$ cat src/rtl/mpu_load_sequencer.sv
// ---------------------------------------------------------------------------
// mpu_load_sequencer
//
// Front end of the MPU register file. A load command names a destination
// register and a matrix size. The block then takes a valid/ready stream of
// row-major elements and issues one register-file write per element, tagged
// with its (row, column) location and the matrix size. It pulses done when
// the last element is written. It pulses error instead if the size is illegal.
//
// Ports
//   clk, rst                 clock, asynchronous active-high reset
//   load_req_in              start command (sampled only while load_ready_out)
//   load_addr_in             destination register
//   load_m_in / load_n_in    row / column count, legal range 1..M / 1..N
//   load_ready_out           idle, ready for a command
//   elem_valid_in/_data_in   element stream from memory
//   elem_ready_out           stream handshake (high while loading)
//   reg_load_*_out           registered register-file write port
//   load_done_out            one-cycle completion pulse
//   load_error_out           one-cycle illegal-size pulse
// ---------------------------------------------------------------------------
module mpu_load_sequencer #(
    parameter int FP              = 64,
    parameter int M               = 4,
    parameter int N               = 4,
    parameter int MBITS           = $clog2(M),
    parameter int NBITS           = $clog2(N),
    parameter int MATRIX_REG_SIZE = 2
) (
    input  logic                       clk,
    input  logic                       rst,
    input  logic                       load_req_in,
    input  logic [MATRIX_REG_SIZE-1:0] load_addr_in,
    input  logic [MBITS:0]             load_m_in,
    input  logic [NBITS:0]             load_n_in,
    output logic                       load_ready_out,
    input  logic                       elem_valid_in,
    input  logic [FP-1:0]              elem_data_in,
    output logic                       elem_ready_out,
    output logic                       reg_load_en_out,
    output logic [MATRIX_REG_SIZE-1:0] reg_load_addr_out,
    output logic [FP-1:0]              reg_load_element_out,
    output logic [MBITS:0]             reg_i_load_loc_out,
    output logic [NBITS:0]             reg_j_load_loc_out,
    output logic [MBITS:0]             reg_m_load_size_out,
    output logic [NBITS:0]             reg_n_load_size_out,
    output logic                       load_done_out,
    output logic                       load_error_out
);

    typedef enum logic [1:0] {
        IDLE  = 2'd0,
        LOAD  = 2'd1,
        DONE  = 2'd2,
        ERROR = 2'd3
    } state_t;

    localparam logic [MBITS:0] M_MAX = (MBITS+1)'(M);
    localparam logic [NBITS:0] N_MAX = (NBITS+1)'(N);

    state_t state, state_next;

    // Command registers, captured when a command is accepted.
    logic [MATRIX_REG_SIZE-1:0] addr_q;
    logic [MBITS:0]             m_q;
    logic [NBITS:0]             n_q;

    // Row-major position of the next element to be accepted.
    logic [MBITS:0] i_cnt;
    logic [NBITS:0] j_cnt;

    logic cmd_take;
    logic size_legal;
    logic accept;
    logic row_end;
    logic last_elem;

    assign cmd_take   = (state == IDLE) && load_req_in;
    assign size_legal = (load_m_in != '0) && (load_m_in <= M_MAX) &&
                        (load_n_in != '0) && (load_n_in <= N_MAX);
    assign accept     = (state == LOAD) && elem_valid_in;
    assign row_end    = (j_cnt == n_q - (NBITS+1)'(1));
    assign last_elem  = row_end && (i_cnt == m_q - (MBITS+1)'(1));

    // ---------------------------------------------------------------------
    // State register
    // ---------------------------------------------------------------------
    // NOTE: sequential state uses non-blocking assignments so every flop
    // samples pre-edge values regardless of process ordering.
    always_ff @(posedge clk or posedge rst) begin
        if (rst) begin
            state <= IDLE;
        end else begin
            state <= state_next;
        end
    end

    // ---------------------------------------------------------------------
    // Next-state logic
    // ---------------------------------------------------------------------
    always_comb begin
        // NOTE: defaulting every comb output first keeps this block free of
        // inferred latches on any path that does not assign it.
        state_next = state;
        case (state)
            IDLE: begin
                if (load_req_in) begin
                    state_next = size_legal ? LOAD : ERROR;
                end
            end
            LOAD: begin
                if (accept && last_elem) begin
                    state_next = DONE;
                end
            end
            DONE:    state_next = IDLE;
            ERROR:   state_next = IDLE;
            default: state_next = IDLE;
        endcase
    end

    // ---------------------------------------------------------------------
    // State-decoded outputs
    // ---------------------------------------------------------------------
    always_comb begin
        load_ready_out = 1'b0;
        elem_ready_out = 1'b0;
        load_done_out  = 1'b0;
        load_error_out = 1'b0;
        case (state)
            IDLE:    load_ready_out = 1'b1;
            LOAD:    elem_ready_out = 1'b1;
            DONE:    load_done_out  = 1'b1;
            ERROR:   load_error_out = 1'b1;
            default: load_ready_out = 1'b0;
        endcase
    end

    // ---------------------------------------------------------------------
    // Command capture, position counters and the registered write port.
    // The write port holds its last values between writes, so the size
    // outputs stay valid until the next load's first write.
    // ---------------------------------------------------------------------
    always_ff @(posedge clk or posedge rst) begin
        if (rst) begin
            addr_q               <= '0;
            m_q                  <= '0;
            n_q                  <= '0;
            i_cnt                <= '0;
            j_cnt                <= '0;
            reg_load_en_out      <= 1'b0;
            reg_load_addr_out    <= '0;
            reg_load_element_out <= '0;
            reg_i_load_loc_out   <= '0;
            reg_j_load_loc_out   <= '0;
            reg_m_load_size_out  <= '0;
            reg_n_load_size_out  <= '0;
        end else begin
            reg_load_en_out <= accept;

            if (cmd_take) begin
                addr_q <= load_addr_in;
                m_q    <= load_m_in;
                n_q    <= load_n_in;
                i_cnt  <= '0;
                j_cnt  <= '0;
            end

            if (accept) begin
                reg_load_addr_out    <= addr_q;
                reg_load_element_out <= elem_data_in;
                reg_i_load_loc_out   <= i_cnt;
                reg_j_load_loc_out   <= j_cnt;
                reg_m_load_size_out  <= m_q;
                reg_n_load_size_out  <= n_q;
                // After the final element i steps to m; harmless, because
                // the next command clears both counters.
                if (row_end) begin
                    j_cnt <= '0;
                    i_cnt <= i_cnt + (MBITS+1)'(1);
                end else begin
                    j_cnt <= j_cnt + (NBITS+1)'(1);
                end
            end
        end
    end

endmodule

$ cat config.mk
export PLATFORM = sky130hd
export DESIGN_NAME = mpu_load_sequencer
export DESIGN_NICKNAME = d
export VERILOG_FILES = /design/src/rtl/mpu_load_sequencer.sv
export SDC_FILE = /design/constraint.sdc
export NUM_CORES = 1
export LEC_CHECK = 0
export CORE_MARGIN = 2
export CORE_UTILIZATION = 43
export CTS_CLUSTER_DIAMETER = 50
export DETAILED_ROUTE_END_ITERATION = 10
export MAX_ROUTING_LAYER = met4
export PLACE_DENSITY = 0.81
export SYNTH_ARGS = -nofsm -noshare
export SYNTH_HDL_FRONTEND = slang
export SYNTH_SLANG_ARGS = --single-unit
$ cat constraint.sdc
create_clock -name clk -period 3.6 [get_ports clk]
set_input_delay 0.36 -clock clk [delete_from_list [all_inputs] [get_ports clk]]
set_output_delay 0.36 -clock clk [all_outputs]
set_load 0.005 [all_outputs]
==> metrics.md <==
| Metric | Value |
|---|---|
| Startpoint Class | register |
| Clock Sinks | 95 |
| Placed insts | roughly 670 |
| Post-synthesis compound-gate area fraction | 3.01% |
| Cts-stage hold buffer count | 0 |
| Dpl ws | ~1.2 ns |
| Crit. End Element | register |
| Initial DRC Count | approximately 120 |
| # resized after CTS | 0 |
| Xor/xnor share of the synthesized area | 2.02% |
| RSZ-0062 raised after global routing | false |
| Post-synthesis mux area share | 0.860% |
| Adder-Cell Fraction of Synth Area | 1.32% |
| Clk_lat worst skew | 0.36 ns |
| Die area | 9570 um2 |
| Vias per Instance | 4.79 |
| Synth warn | 0 |
| Routed WL | 9410 um |
| H-tree depth | 3 |
| Grt ovf | 0 |
| Number of global-route vias before repair | 3184 |
| Root buf cell | clkbuf_8 |
| Post-route ant nets | 0 |
| Clock transition at path regs | about 0.090 ns |
| Die Height | 97.8 um |
| Data arrival time of the critical path | around 2.3 ns |
| IO Count | approximately 160 |
| Max Fclk | a little under 0.5 GHz |
| Ys flop type | dfrtp_1 |
| Final setup viols | 0 |
| Area grow syn2layout | 50.5% |
| Cells after synthesis | 415 |
| Post-Syn Area | roughly 3800 um2 |
| HP Class | register to register |
| Final HPWL DP | about 6700 um |
| Die width | 97.8 um |
| Finished Layout Cells | approximately 680 |
| Longest Clk Path Bufs | 2 |
| Initial antenna violation count | 0 |
| Sum Neg Setup Slack | 0 ns |
| Cell variety after synth | 31 |
| Ys async rst share | 100% |
| Reg2Reg Depth | 5 |
| Number of synthesized flops with an enable pin | 0 |
| CTS tree | built |
| Status | completed |
| VDD IR max | 0.000469 V |
| First-pass GRT wire length | 15500 um |
| Post-route clock skew | 0.00926 ns |
| FP Rows | 34 |
| Vias post-DR | 3262 |
| Largest family of logic cells by synthesized area | simple AND/OR/NAND/NOR gates |
| # diodes | 0 |
| Final worst setup slack | approximately 1.6 ns |
| Required time worst endpoint | 3.89 ns |
| Core Region | between 8000 and 9000 um2 |
| Post-DR wirelength/cell | 13.8 um |
| Drt first pass iters | 4 |
| Reg2reg end | reg_load_element_out[3] |
| Clock buffer count from CTS | 9 |
| P_leak | 0.00280 uW |
| Avg Inst Size Synth | roughly 9 um2 |
| Yosys reg bits | 95 |
| Final Critical Period | 2.04 ns |
| Post-CTS setup buffers | 0 |
| Slew margin rel. | 23.9% |
| Largest net degree at the start of global routing | 96 |
| R2R Path Start | state[1] |
| Critical path class | register to register |
| Share of cells above drive strength 1 | 4.54% |
| Final-report max-slew violation count | 0 |
| Simple-Gate Fraction of Synth Area | between 20% and 30% |
| Syn nets | 495 |
| CP Capture Point | reg_load_element_out[3] |
| Final hold vios | 0 |
| Power density over the cells | 807 nW/um2 |
| Worst Tran Pin Value | 1.14 ns |
| Total GRT Usage | roughly a fifth |
| Initial Util | between 40% and 50% |
| Nets | 648 |
| Setup slack, reg-to-reg | approximately 1.6 ns |
| Power Total | 4590 uW |
| Maximum fanout along the worst path | 41 |
| Final period util | 56.7% |
| Hold Path Stages | 2 |
| Port buffer count | 158 |
| Drt drc | 0 |
| Post-synthesis sequential area ratio | 62.8% |
| Max-cap viol count | 0 |
| Setup crit start | state[1] |
| Placer congestion estimate | 0.850 |
## metrics by stage
stage | hold WS, ns | utilization (%) | area, um2
floorplan | 0.439 | - | 3780
global placement | 0.457 | 63.2 | 5450
detailed placement | 0.462 | 63.2 | 5450
CTS | 0.484 | 66.0 | 5700
global route | 0.507 | 66.0 | 5700
finish | 0.479 | 66.0 | 5700
## Yosys cell counts (2+ instances only)
cell	count	area [um2]
nand2_1	244	916
dfrtp_1	95	2380
clkbuf_1	16	60.1
o21ai_0	12	60.1
inv_1	7	26.3
ha_1	4	50.1
nor2_1	3	11.3
xnor2_1	3	26.3
xor2_1	3	26.3
a21o_1	2	15.0
and2_1	2	12.5
buf_1	2	7.51
mux2_2	2	22.5
nor2b_1	2	12.5
or3_1	2	12.5
## per-layer routing
layer / track usage (%) / vias to the layer above / share of wire, %
met5: - / - / 0
met4: 8.23 / 0 / 2.4
met3: 5.15 / 22 / 5.6
met2: 31.4 / 114 / 48
met1: 26.5 / 1543 / 44
li1: - / 1583 / -
## report_power, final
part / switching, uW / internal, uW / leakage, uW / total, uW
clock: 361 / 450 / 0.000119 / 811
sequential: 287 / 1540 / 0.00120 / 1830
combinational: 853 / 1100 / 0.00148 / 1960
## flip-flops by register name, indices dropped and copies added, names as in the netlist
signal / count
addr_q: 2
i_cnt: 3
j_cnt: 3
m_q: 3
n_q: 3
reg_i_load_loc_out: 3
reg_j_load_loc_out: 3
reg_load_addr_out: 2
reg_load_element_out: 64
reg_load_en_out: 1
reg_m_load_size_out: 3
reg_n_load_size_out: 3
state: 2
## cell families after synthesis
logic type | Yosys count
AOI/OAI and AO/OA | 19
xor gates and xnor gates | 7
adders and majority gates | 4
buffers and inverters | 26
DFF | 95
muxes | 3
and+or+nand+nor | 261
## placed cells by master, fill, tap and decap left out, types with 2 or more instances in the layout
cell type        synthesis  final
nand2_1                244    244
clkdlybuf4s50_1          0    158
dfrtp_1                 95     95
o21ai_0                 12     12
clkbuf_8                 0     12
inv_1                    7      5
ha_1                     4      4
xnor2_1                  3      3
xor2_1                   3      3
nor2_1                   3      3
buf_4                    0      3
nor2b_1                  2      2
and2_1                   2      2
a21o_1                   2      2
mux2_2                   2      2
or3_1                    2      2
bufinv_16                0      2
## how the worst min path moves through the flow
stage | end | startpoint
finish | reg_load_element_out[22] | reg_load_element_out[22]
global route | reg_load_element_out[0] | reg_load_element_out[0]
CTS | reg_load_addr_out[1] | addr_q[1]
detailed placement | reg_load_addr_out[1] | addr_q[1]
global placement | reg_load_addr_out[0] | addr_q[0]
floorplan | reg_load_addr_out[0] | addr_q[0]
## layout make-up
cell class / instances / area (um2)
clock inverters: 4 / 76.3
repair buffers: 161 / 1600
multi-input cells: 294 / 1310
clock buffers: 12 / 165
flip-flops and latches: 95 / 2380
inverters: 7 / 28.8
well taps: 108 / 135
fillers: 708 / 2940
## worst max-delay path: stages (launching register included)
cell	delay (ns)
dfrtp_1	0.44
nand3b_1	0.30
inv_2	0.59
buf_4	0.45
nand2_1	0.10
nand2_1	0.07
Note: power is estimated with default switching activity, not from simulation.
